==> src/rtl/fetch_unit.sv <==
// Instruction fetch stage: owns the PC, issues 32-bit reads to the instruction
// memory and queues returned words in a 2-entry buffer toward decode.
module fetch_unit #(
  parameter logic [31:0] RESET_PC = 32'h8002_0000,
  parameter logic [31:0] MEM_BASE = 32'h8002_0000,
  parameter logic [31:0] MEM_SIZE = 32'h0010_0000
) (
  input  logic        clk,
  input  logic        reset,
  input  logic        fetch_enable,
  input  logic        redirect,
  input  logic [31:0] redirect_pc,
  output logic [31:0] mem_address,
  output logic [1:0]  mem_access_size,
  output logic        mem_write,
  input  logic [31:0] mem_data,
  output logic        insn_valid,
  input  logic        insn_ready,
  output logic [31:0] insn,
  output logic [31:0] insn_pc,
  output logic        fault,
  output logic [31:0] fault_pc
);

  typedef enum logic [1:0] {
    ST_IDLE  = 2'd0,
    ST_RUN   = 2'd1,
    ST_FAULT = 2'd2
  } state_t;

  // An address below MEM_BASE wraps to a huge offset and so fails the range test.
  function automatic logic pc_legal(input logic [31:0] pc);
    logic [31:0] off;
    off      = pc - MEM_BASE;
    pc_legal = (pc[1:0] == 2'b00) && (off <= (MEM_SIZE - 32'd4));
  endfunction

  state_t      state_r, state_s;
  logic [31:0] pc_r, pc_s;
  logic [1:0]  count_r, count_s;
  logic [31:0] hd_insn_r, hd_insn_s, hd_pc_r, hd_pc_s;
  logic [31:0] tl_insn_r, tl_insn_s, tl_pc_r, tl_pc_s;
  logic        fault_r, fault_s;
  logic [31:0] fault_pc_r, fault_pc_s;
  logic        pop_s, issue_s, pc_ok_s, redir_ok_s;

  // Next-state, buffer and PC update with redirect taking priority.
  always_comb begin
    state_s    = state_r;
    pc_s       = pc_r;
    count_s    = count_r;
    hd_insn_s  = hd_insn_r;
    hd_pc_s    = hd_pc_r;
    tl_insn_s  = tl_insn_r;
    tl_pc_s    = tl_pc_r;
    fault_s    = fault_r;
    fault_pc_s = fault_pc_r;
    pc_ok_s    = pc_legal(pc_r);
    redir_ok_s = pc_legal(redirect_pc);
    pop_s      = (count_r != 2'd0) && insn_ready;
    issue_s    = (state_r == ST_RUN) && pc_ok_s && !redirect &&
                 ((count_r != 2'd2) || pop_s);

    if (redirect) begin
      count_s = 2'd0;
      pc_s    = redirect_pc;
      if (redir_ok_s) begin
        fault_s = 1'b0;
      end else begin
        fault_s = fault_r;
      end
      case (state_r)
        ST_FAULT: begin
          if (redir_ok_s) begin
            state_s = fetch_enable ? ST_RUN : ST_IDLE;
          end else begin
            state_s = ST_FAULT;
          end
        end
        default: state_s = fetch_enable ? ST_RUN : ST_IDLE;
      endcase
    end else begin
      // Head always holds the oldest entry; tail is only used when two are held.
      case ({issue_s, pop_s})
        2'b01: begin
          hd_insn_s = tl_insn_r;
          hd_pc_s   = tl_pc_r;
          count_s   = count_r - 2'd1;
        end
        2'b10: begin
          if (count_r == 2'd0) begin
            hd_insn_s = mem_data;
            hd_pc_s   = pc_r;
          end else begin
            tl_insn_s = mem_data;
            tl_pc_s   = pc_r;
          end
          count_s = count_r + 2'd1;
        end
        2'b11: begin
          if (count_r == 2'd1) begin
            hd_insn_s = mem_data;
            hd_pc_s   = pc_r;
          end else begin
            hd_insn_s = tl_insn_r;
            hd_pc_s   = tl_pc_r;
            tl_insn_s = mem_data;
            tl_pc_s   = pc_r;
          end
        end
        default: count_s = count_r;
      endcase

      if (issue_s) begin
        pc_s = pc_r + 32'd4;
      end else begin
        pc_s = pc_r;
      end

      case (state_r)
        ST_IDLE: state_s = fetch_enable ? ST_RUN : ST_IDLE;
        ST_RUN: begin
          if (!pc_ok_s) begin
            state_s    = ST_FAULT;
            fault_s    = 1'b1;
            fault_pc_s = pc_r;
          end else begin
            state_s = fetch_enable ? ST_RUN : ST_IDLE;
          end
        end
        ST_FAULT: state_s = ST_FAULT;
        default:  state_s = ST_IDLE;
      endcase
    end
  end

  // State register with synchronous reset.
  always_ff @(posedge clk) begin
    if (reset) begin
      state_r    <= ST_IDLE;
      pc_r       <= RESET_PC;
      count_r    <= 2'd0;
      hd_insn_r  <= 32'd0;
      hd_pc_r    <= 32'd0;
      tl_insn_r  <= 32'd0;
      tl_pc_r    <= 32'd0;
      fault_r    <= 1'b0;
      fault_pc_r <= 32'd0;
    end else begin
      state_r    <= state_s;
      pc_r       <= pc_s;
      count_r    <= count_s;
      hd_insn_r  <= hd_insn_s;
      hd_pc_r    <= hd_pc_s;
      tl_insn_r  <= tl_insn_s;
      tl_pc_r    <= tl_pc_s;
      fault_r    <= fault_s;
      fault_pc_r <= fault_pc_s;
    end
  end

  assign mem_address     = pc_r;
  assign mem_access_size = 2'b10;
  assign mem_write       = 1'b0;
  assign insn_valid      = (count_r != 2'd0);
  assign insn            = hd_insn_r;
  assign insn_pc         = hd_pc_r;
  assign fault           = fault_r;
  assign fault_pc        = fault_pc_r;

endmodule

==> config.mk <==
export PLATFORM = sky130hd
export DESIGN_NAME = fetch_unit
export DESIGN_NICKNAME = d
export VERILOG_FILES = /design/src/rtl/fetch_unit.sv
export SDC_FILE = /design/constraint.sdc
export NUM_CORES = 1
export LEC_CHECK = 0
export CORE_MARGIN = 4
export CORE_UTILIZATION = 52
export DETAILED_ROUTE_END_ITERATION = 16
export PLACE_DENSITY_LB_ADDON = 0.25
export SLEW_MARGIN = 20
export SYNTH_ARGS = -nofsm -noshare
export SYNTH_HDL_FRONTEND = slang
export SYNTH_SLANG_ARGS = --single-unit
==> constraint.sdc <==
create_clock -name clk -period 5.9 [get_ports clk]
set_clock_uncertainty 0.1 [all_clocks]
set_input_delay 1.18 -clock clk [delete_from_list [all_inputs] [get_ports clk]]
set_output_delay 1.18 -clock clk [all_outputs]
set_load 0.1 [all_outputs]
==> results of run 1 <==
-- synth_stat cells (4+ instances only) --
| cell | instances | share of area, % |
|---|---|---|
| dfxtp_1 | 197 | 41 |
| nor2_1 | 135 | 5.3 |
| nand2b_1 | 132 | 8.7 |
| mux2i_1 | 109 | 11 |
| a21oi_1 | 77 | 4.0 |
| a211oi_1 | 74 | 5.8 |
| o211ai_1 | 64 | 5.0 |
| clkbuf_1 | 56 | 2.2 |
| nand2_1 | 25 | 0.98 |
| buf_2 | 24 | 1.3 |
| inv_1 | 20 | 0.79 |
| nand3_1 | 13 | 0.68 |
| nor3_1 | 12 | 0.63 |
| nor4_1 | 11 | 0.72 |
| xnor2_1 | 10 | 0.92 |
| ha_1 | 8 | 1.0 |
| buf_12 | 7 | 1.5 |
| and3_1 | 5 | 0.33 |
| buf_4 | 5 | 0.39 |
| or3_1 | 5 | 0.33 |
| buf_1 | 4 | 0.16 |
| nor4_2 | 4 | 0.52 |
-- power groups by stage --
stage / combinational [W] / sequential [W] / clock [W]
floorplan: 0.000162 / 0.00159 / 0
global placement: 0.000455 / 0.00143 / 0
detailed placement: 0.000458 / 0.00143 / 0
CTS: 0.000460 / 0.00140 / 0.00123
global route: 0.000485 / 0.00141 / 0.00127
finish: 0.000460 / 0.00140 / 0.00121
-- through the flow --
step	power [W]	utilization (%)
after floorplan	0.00175	-
after global placement	0.00189	63.2
after detailed placement	0.00189	63.2
after CTS	0.00309	66.6
after global routing	0.00317	66.6
final	0.00307	66.6
-- flip-flops by register name, indices dropped and copies added, names as in the netlist --
| name | count |
|---|---|
| insn | 32 |
| insn_pc | 32 |
| state_r | 2 |
| tl_insn_r | 32 |
| mem_address | 32 |
| fault | 1 |
| fault_pc | 32 |
| count_r | 2 |
| tl_pc_r | 32 |
-- how the worst max path moves through the flow --
stage                               start      endpoint  slack [ps]  depth (start not counted)
after detailed placement       insn_ready    tl_pc_r[1]         730                         11
after global placement         insn_ready  tl_insn_r[0]         940                         11
after floorplan           mem_address[18]   tl_pc_r[23]        1840                         15
after CTS                 mem_address[20]    tl_pc_r[1]        1150                         11
final                     mem_address[20]    tl_pc_r[1]        1090                         11
after global routing      mem_address[19]   tl_pc_r[26]         790                         11
-- area by class of cell --
| class | instances | area [um^2] |
|---|---|---|
| tap | 229 | 287 |
| timing repair buffer | 209 | 2090 |
| fill | 1534 | 6030 |
| clock inverter | 14 | 176 |
| inverter | 21 | 78.8 |
| clock buffer | 18 | 429 |
| sequential | 197 | 3940 |
| multi-input combinational | 748 | 5000 |
-- per-layer routing --
metal  share of wire, %  up-vias  track usage [%]
met2                 46      287             38.8
li1                   -     4022                -
met1                 46     4017             34.6
met4                1.3        0             6.64
met3                6.6       31             4.93
met5                  0        -                0
-- cell families after synthesis --
family                     count (synthesis)  synth area share, %
and+or+nand+nor                          362                 19.8
AOI/OAI and AO/OA                        252                 18.4
DFF                                      197                 41.3
buffers and inverters                    119                 6.54
muxes                                    110                 11.6
xor gates and xnor gates                  13                 1.19
adders and majority gates                  8                 1.05
other                                      2               0.0787
-- tightest hold or removal path, stage by stage, from the launching register on --
cell	delay, ps
dfxtp_1	310
nand2_1	50
a21oi_1	50
==> impl_metrics.py, run 1 <==
metrics = {
    "setup_path": {
        "slowest_delay_ps": 650,
        "crit_chain": "or4_4, a2111o_1, and3_1, or3_1, nor2_1, ha_1, inv_1, nor3_1, mux2_4, buf_12, mux2i_1",
        "worstReg2RegEnd": "tl_pc_r[1]",
        "cpLargestDelayFamily": "simple AND/OR/NAND/NOR gates",
        "start_kind": "register",
        "critical_path_class": "reg -> reg",
        "timing.rr.start": "mem_address[20]",
        "cp.required_ps": 6150,
        "path_buf_inv": 2,
        "r2r_cells": 11,
        "cp.arrival_ps": 5060,
        "endpoint_kind": "register",
        "critPathSlowestCell": "mux2_4",
        "worstPathMaxFanout": 37,
        "reg2reg_slack_ps": 1090,
    },
    "floorplan": {
        "floorplan.die_area_mm2": 0.0206,
        "die_x_um": 143,
        "io_pins": 202,
        "fp.coreArea_mm2": 0.0180,
        "num_rows": 49,
        "initial_core_util_pct": 53.0,
        "dieHeight_um": 143,
    },
    "synthesis": {
        "synthCells": 1063,
        "yosys_warnings": 0,
        "ys_seq_elements": 197,
        "synth_edf_count": 0,
        "synthArstFlopShare_pct": 0,
        "synth_ff_type": "dfxtp_1",
        "syn_area_per_cell_um2": 8.98,
        "synth_cell_types": 61,
        "synth_area_mm2": 0.00955,
        "yosysSeqAreaShare_pct": 41.3,
    },
    "timing": {
        "timing.fmax_ghz": 0.208,
        "timing.final.crit_share_pct": 81.4,
        "worst_slew_margin_rel_pct": 25.5,
        "hold-worst-slack_ps": 359,
        "hold_viol_final": 0,
        "rsz0062_at_grt": "false",
        "final.setup.worst_slack_ps": 1090,
        "setup_tns_ps": 0,
        "tightest_slew_ps": 1120,
        "period_needed_ps": 4810,
        "setup_viol": 0,
        "drv_slew": 0,
    },
    "clock_network": {
        "cts_buffer_depth": 2,
        "cts_resized": 0,
        "root_buffer": "clkbuf_16",
        "h-tree-depth": 4,
        "cts_sinks": 197,
        "cts_setup_buffers": 0,
        "cts_tree": "built",
        "clk_pin_slew_ps": 70,
        "clock_latency_ps": 430,
        "hold_buffers": 0,
        "cts_made_buffers": 17,
    },
    "worst_hold_path": {
        "holdPathEnd": "fault_pc[22]",
        "min_path_type": "reg -> reg",
        "worstHoldPathCells": 2,
        "min-delay-start": "fault_pc[22]",
    },
    "power": {
        "p_sw_w": 0.000898,
        "seqPwrFrac_pct": 45.6,
        "swShare_pct": 29.2,
        "p_leak_nw": 4.17,
        "p_per_area_mw_per_mm2": 256,
        "peakVddDrop_mv": 0.222,
        "intPower_w": 0.00218,
        "p_clk_share_pct": 39.4,
        "comb_power_share_pct": 15.0,
    },
    "cells_and_area": {
        "final_common_cell": "dfxtp_1",
        "instances_no_fill": 1436,
        "final_cell_mix": "dfxtp_1 (197), clkdlybuf4s50_1 (196), nor2_1 (135)",
        "areaGrowthSynthToFinish_pct": 25.7,
        "final_cell_area_mm2": 0.0120,
        "diodes": 0,
        "fin_nets": 1271,
        "drive_gt1_share_pct": 5.22,
    },
    "place": {
        "portBuffers": 198,
        "dp_hpwl_um": 16200,
        "place_area_mm2": 0.0114,
        "post-place-ws_ps": 735,
        "finalWeightedCongestion": 0.853,
        "placed_cells": 1404,
    },
    "global_route": {
        "grt_overflow": 0,
        "grt_max_degree": 131,
        "antenna_found_initial": 0,
        "grt_pass1_vias": 7980,
        "grtUsageTotal_pct": 24.6,
        "grt_pass1_wl_um": 41400,
    },
    "status": {
        "status": "finished clean",
    },
    "detailed_routing": {
        "wl_per_cell_um": 18.0,
        "drtAntennaViolNets": 0,
        "postRouteWirelength_um": 25800,
        "viasPerCell": 5.82,
        "dr.pass1.iters": 5,
        "drc_errors": 0,
        "drt_iter0_drc": 771,
        "vias": 8357,
    },
    "flow_run": {
        "cap_violations": 0,
    },
}
(Power assumes the default switching activity.)
==> inputs of run 2 (changes only) <==
- CORE_UTILIZATION: 52 -> 47
- clock period: 5.9 -> 4.3 ns (I/O delays scaled with it)
==> run 2 against run 1 <==
First-iteration DRC count down 19%. Via count down 0.91%. Global-route usage down 1.6 points. Utilization down 5.0 points. Register-to-register slack worse by 580 ps. Clock-buffer cell count up 3. Sequential power up 36%. Sequential share of layout area down 0.37 points. Routed wire length up 1.7%. Worst setup slack worse by 580 ps. Non-clock buffer count up 16. Final cell count up 3.6%. Critical path type unchanged. Critical endpoint is now tl_pc_r[12]. Largest cell class unchanged.
==> impl_metrics.py, run 2 (synthesized netlist as in run 1, its figures left out) <==
metrics = {
    "status": {
        "status": "finished clean",
    },
    "global_route": {
        "grt_pass1_wl_um": 42100,
        "grtUsageTotal_pct": 23.0,
        "grt_overflow": 0,
        "antenna_found_initial": 0,
        "grt_pass1_vias": 8093,
        "grt_max_degree": 151,
    },
    "place": {
        "portBuffers": 198,
        "placed_cells": 1456,
        "finalWeightedCongestion": 0.857,
        "place_area_mm2": 0.0116,
        "dp_hpwl_um": 16900,
    },
    "setup_path": {
        "critical_path_class": "reg -> reg",
        "cp.arrival_ps": 4030,
        "start_kind": "register",
        "cp.required_ps": 4550,
        "endpoint_kind": "register",
        "worstPathMaxFanout": 61,
    },
    "cells_and_area": {
        "final_cell_area_mm2": 0.0121,
        "instances_no_fill": 1488,
        "final_common_cell": "dfxtp_1",
        "multi_input_area_mm2": 0.00499,
        "areaGrowthSynthToFinish_pct": 27.1,
        "fin_nets": 1287,
        "diodes": 0,
        "final_cell_mix": "dfxtp_1 (197), clkdlybuf4s50_1 (195), nor2_1 (135)",
        "drive_gt1_share_pct": 6.46,
        "fillers": 1698,
        "seqCellArea_mm2": 0.00394,
    },
    "timing": {
        "timing.fmax_ghz": 0.264,
        "rsz0062_at_grt": "false",
        "hold_viol_final": 0,
        "setup_tns_ps": 0,
        "period_needed_ps": 3780,
        "worst_slew_margin_rel_pct": 29.6,
        "tightest_slew_ps": 1050,
        "setup_viol": 0,
        "timing.final.crit_share_pct": 87.9,
        "drv_slew": 0,
    },
    "clock_network": {
        "cts_sinks": 197,
        "root_buffer": "clkbuf_16",
        "clock_latency_ps": 430,
        "clk_pin_slew_ps": 70,
        "cts_setup_buffers": 0,
        "cts_buffer_depth": 2,
        "cts_made_buffers": 17,
        "hold_buffers": 0,
        "cts_resized": 0,
        "cts_tree": "built",
        "h-tree-depth": 4,
    },
    "power": {
        "p_per_area_mw_per_mm2": 341,
        "p_leak_nw": 4.25,
        "total_power_w": 0.00413,
        "peakVddDrop_mv": 0.268,
    },
    "flow_run": {
        "cap_violations": 0,
    },
    "worst_hold_path": {
        "min_path_type": "reg -> reg",
    },
    "floorplan": {
        "initial_core_util_pct": 48.4,
        "dieHeight_um": 151,
        "num_rows": 51,
        "io_pins": 202,
        "fp.coreArea_mm2": 0.0197,
        "floorplan.die_area_mm2": 0.0227,
        "die_x_um": 151,
    },
    "detailed_routing": {
        "vias": 8281,
        "drc_errors": 0,
        "drt_iter0_drc": 627,
        "viasPerCell": 5.57,
        "drtAntennaViolNets": 0,
        "dr.pass1.iters": 5,
        "wl_per_cell_um": 17.7,
        "postRouteWirelength_um": 26300,
    },
}
## run 2: cell types whose count changed in the layout (fill, tap and decap cells not counted), sizes merged
cell,delta
bufinv,-2
clkinvlp,-2
clkbuf,+3
buf,+17
clkdlybuf4s50,-1
clkinv,+4
inv,-3
## run 2: layout make-up
class                           count  area share, %
Clock buffer                       21           3.88
Inverter                           21          0.650
Timing Repair Buffer              225           18.3
Clock inverter                     11          0.825
Multi-Input combinational cell    748           41.2
Sequential cell                   197           32.5
Tap cell                          265           2.73
## run 2: metrics by stage
step | hold WS, ps | utilization [%] | setup slack, ps
after global placement | 344 | 58.6 | 647
after detailed placement | 351 | 58.6 | 541
final | 358 | 61.5 | 519
after CTS | 364 | 61.5 | 577
after floorplan | 349 | - | 239
after global routing | 388 | 61.5 | 321
## run 2: per-layer routing
metal	part of all wire, %	routed length, um	track usage [%]
met1	46	12000	31.6
met2	45	11900	35.5
met3	7.4	1940	6.32
met4	1.7	445	6.50
met5	0	0	0
## run 2: where the power goes
group / total (W) / internal [W] / switching, W
clock network: 0.00156 / 0.000847 / 0.000718
logic: 0.000654 / 0.000213 / 0.000442
registers: 0.00191 / 0.00186 / 0.0000550
## run 2: worst paths after layout
kind	from	to	slack, ps	cells after the start
setup / recovery	mem_address[19]	tl_pc_r[12]	520	12
hold / removal	fault	fault	360	2
hold reg to reg	fault	fault	360	2
setup reg to reg	mem_address[19]	tl_pc_r[12]	520	12
## run 2: worst max-delay path, cell delays in order, from the launching register on
cell and delay, ps:
dfxtp_1 310, buf_4 180, nor4_1 540, a21oi_1 140, o21ai_0 300, or3_1 420, nor2_1 130, ha_1 220
buf_4 200, a211oi_1 270, mux2_4 220, buf_12 340, mux2i_1 260
==> inputs of run 3 (changes only) <==
- CORE_UTILIZATION: 47 -> 45
==> run 3 against run 2 <==
Register-to-register slack worse by 130 ps. Die area is 4.2% higher. First-iteration DRC count is 6.4% higher. Final cell count is 1.0% higher. Sequential power hardly changed. Global-route usage is 0.45 points lower. Maximum frequency is 3.2% lower. Utilization is 3.3 points lower. Clock-buffer cell count is 2 lower. Largest cell class unchanged. Sequential share of layout area is 0.20 points lower.
==> impl_metrics.py, run 3 (synthesized netlist as in run 1, its figures left out) <==
metrics = {
    "power": {
        "p_leak_nw": 4.28,
        "peakVddDrop_mv": 0.270,
        "p_per_area_mw_per_mm2": 340,
    },
    "timing": {
        "timing.final.crit_share_pct": 90.9,
        "timing.fmax_ghz": 0.256,
        "hold_viol_final": 0,
        "period_needed_ps": 3910,
        "worst_slew_margin_rel_pct": 29.8,
        "rsz0062_at_grt": "false",
        "setup_viol": 0,
        "setup_tns_ps": 0,
        "tightest_slew_ps": 1050,
        "drv_slew": 0,
    },
    "clock_network": {
        "cts_made_buffers": 17,
        "hold_buffers": 0,
        "h-tree-depth": 4,
        "root_buffer": "clkbuf_16",
        "cts_setup_buffers": 0,
        "cts_buffer_depth": 2,
        "clk_pin_slew_ps": 70,
        "cts_resized": 0,
        "cts_sinks": 197,
        "clock_latency_ps": 430,
        "cts_tree": "built",
    },
    "setup_path": {
        "timing.rr.start": "mem_address[19]",
        "crit_chain": "or4_4, a2111o_1, and3_1, or3_1, nor2_1, ha_1, inv_1, a41o_2, buf_12, o211ai_1, a211oi_1",
        "worstReg2RegEnd": "insn_pc[18]",
        "critical_path_class": "reg -> reg",
        "worstPathMaxFanout": 34,
        "reg2reg_slack_ps": 390,
        "r2r_cells": 11,
        "cp.required_ps": 4470,
        "endpoint_kind": "register",
        "cp.arrival_ps": 4080,
        "start_kind": "register",
        "critPathSlowestCell": "or4_4",
        "slowest_delay_ps": 600,
    },
    "place": {
        "dp_hpwl_um": 17500,
        "finalWeightedCongestion": 0.903,
        "portBuffers": 198,
        "placed_cells": 1471,
    },
    "floorplan": {
        "die_x_um": 154,
        "initial_core_util_pct": 45.6,
        "io_pins": 202,
        "dieHeight_um": 154,
        "num_rows": 53,
        "floorplan.die_area_mm2": 0.0236,
        "fp.coreArea_mm2": 0.0210,
    },
    "cells_and_area": {
        "fin_nets": 1292,
        "fillers": 1898,
        "diodes": 0,
        "instances_no_fill": 1503,
        "final_cell_mix": "dfxtp_1 (197), clkdlybuf4s50_1 (195), nor2_1 (135)",
        "final_common_cell": "dfxtp_1",
        "areaGrowthSynthToFinish_pct": 27.9,
        "multi_input_area_mm2": 0.00499,
        "fin_util_pct": 58.3,
        "seqCellArea_mm2": 0.00394,
        "drive_gt1_share_pct": 6.92,
    },
    "detailed_routing": {
        "viasPerCell": 5.57,
        "wl_per_cell_um": 17.9,
        "drtAntennaViolNets": 0,
        "dr.pass1.iters": 5,
        "vias": 8379,
        "drt_iter0_drc": 667,
        "postRouteWirelength_um": 27000,
        "drc_errors": 0,
    },
    "global_route": {
        "grt_pass1_vias": 8319,
        "grtUsageTotal_pct": 22.5,
        "grt_pass1_wl_um": 44000,
        "antenna_found_initial": 0,
        "grt_max_degree": 127,
        "grt_overflow": 0,
    },
    "worst_hold_path": {
        "holdPathEnd": "fault",
        "worstHoldPathCells": 2,
        "min_path_type": "reg -> reg",
        "min-delay-start": "fault",
    },
    "status": {
        "status": "finished clean",
    },
    "flow_run": {
        "cap_violations": 0,
    },
}
## run 3: metrics by stage
stage	power [W]	area, um^2	hold slack, ps	worst slack (ps)
finish	0.00415	12200	371	393
global route	0.00429	12200	398	186
CTS	0.00417	12200	369	414
detailed placement	0.00261	11600	355	428
global placement	0.00261	11600	343	547
floorplan	0.00240	9550	349	239
## run 3: critical path: cells and delay by family, from the launching register on
kind | cells | cell delay [ps]
AND/OR/NAND/NOR | 4 | 1510
AO/OA/AOI/OAI | 4 | 1110
flip-flops | 1 | 440
buffers and inverters | 2 | 340
adder cells (fa/ha/maj) | 1 | 190
## run 3: metal layers
layer  vias up  wire, um  part of all wire, %  track usage, %
met2       275     12300                   46            35.7
met3        35      1660                  6.2            4.76
met5         -         0                    0               0
li1       4070         -                    -               -
met4         0       492                  1.8            7.02
met1      3999     12500                   46            31.0
## run 3: area by class of cell
type,instances,share of cell area (%)
tap,275,2.82
multi-input combinational,748,40.9
timing repair buffer,230,18.7
inverter,21,0.646
clock inverter,13,0.973
sequential,197,32.3
clock buffer,19,3.71
## run 3: power breakdown
group	leakage [nW]	total, W	switching (W)	internal, W
Sequential	1.59	0.00192	0.0000571	0.00186
Clock	0.278	0.00158	0.000738	0.000838
Combinational	2.41	0.000657	0.000444	0.000213
## run 3: how the worst max path moves through the flow
stage | endpoint | slack, ps | from | cells past startpoint
finish | insn_pc[18] | 390 | mem_address[19] | 11
global route | insn[25] | 190 | mem_address[19] | 11
CTS | tl_pc_r[30] | 410 | mem_address[19] | 11
detailed placement | tl_pc_r[30] | 430 | mem_address[19] | 11
global placement | insn[12] | 550 | mem_address[19] | 11
floorplan | tl_pc_r[23] | 240 | mem_address[18] | 15
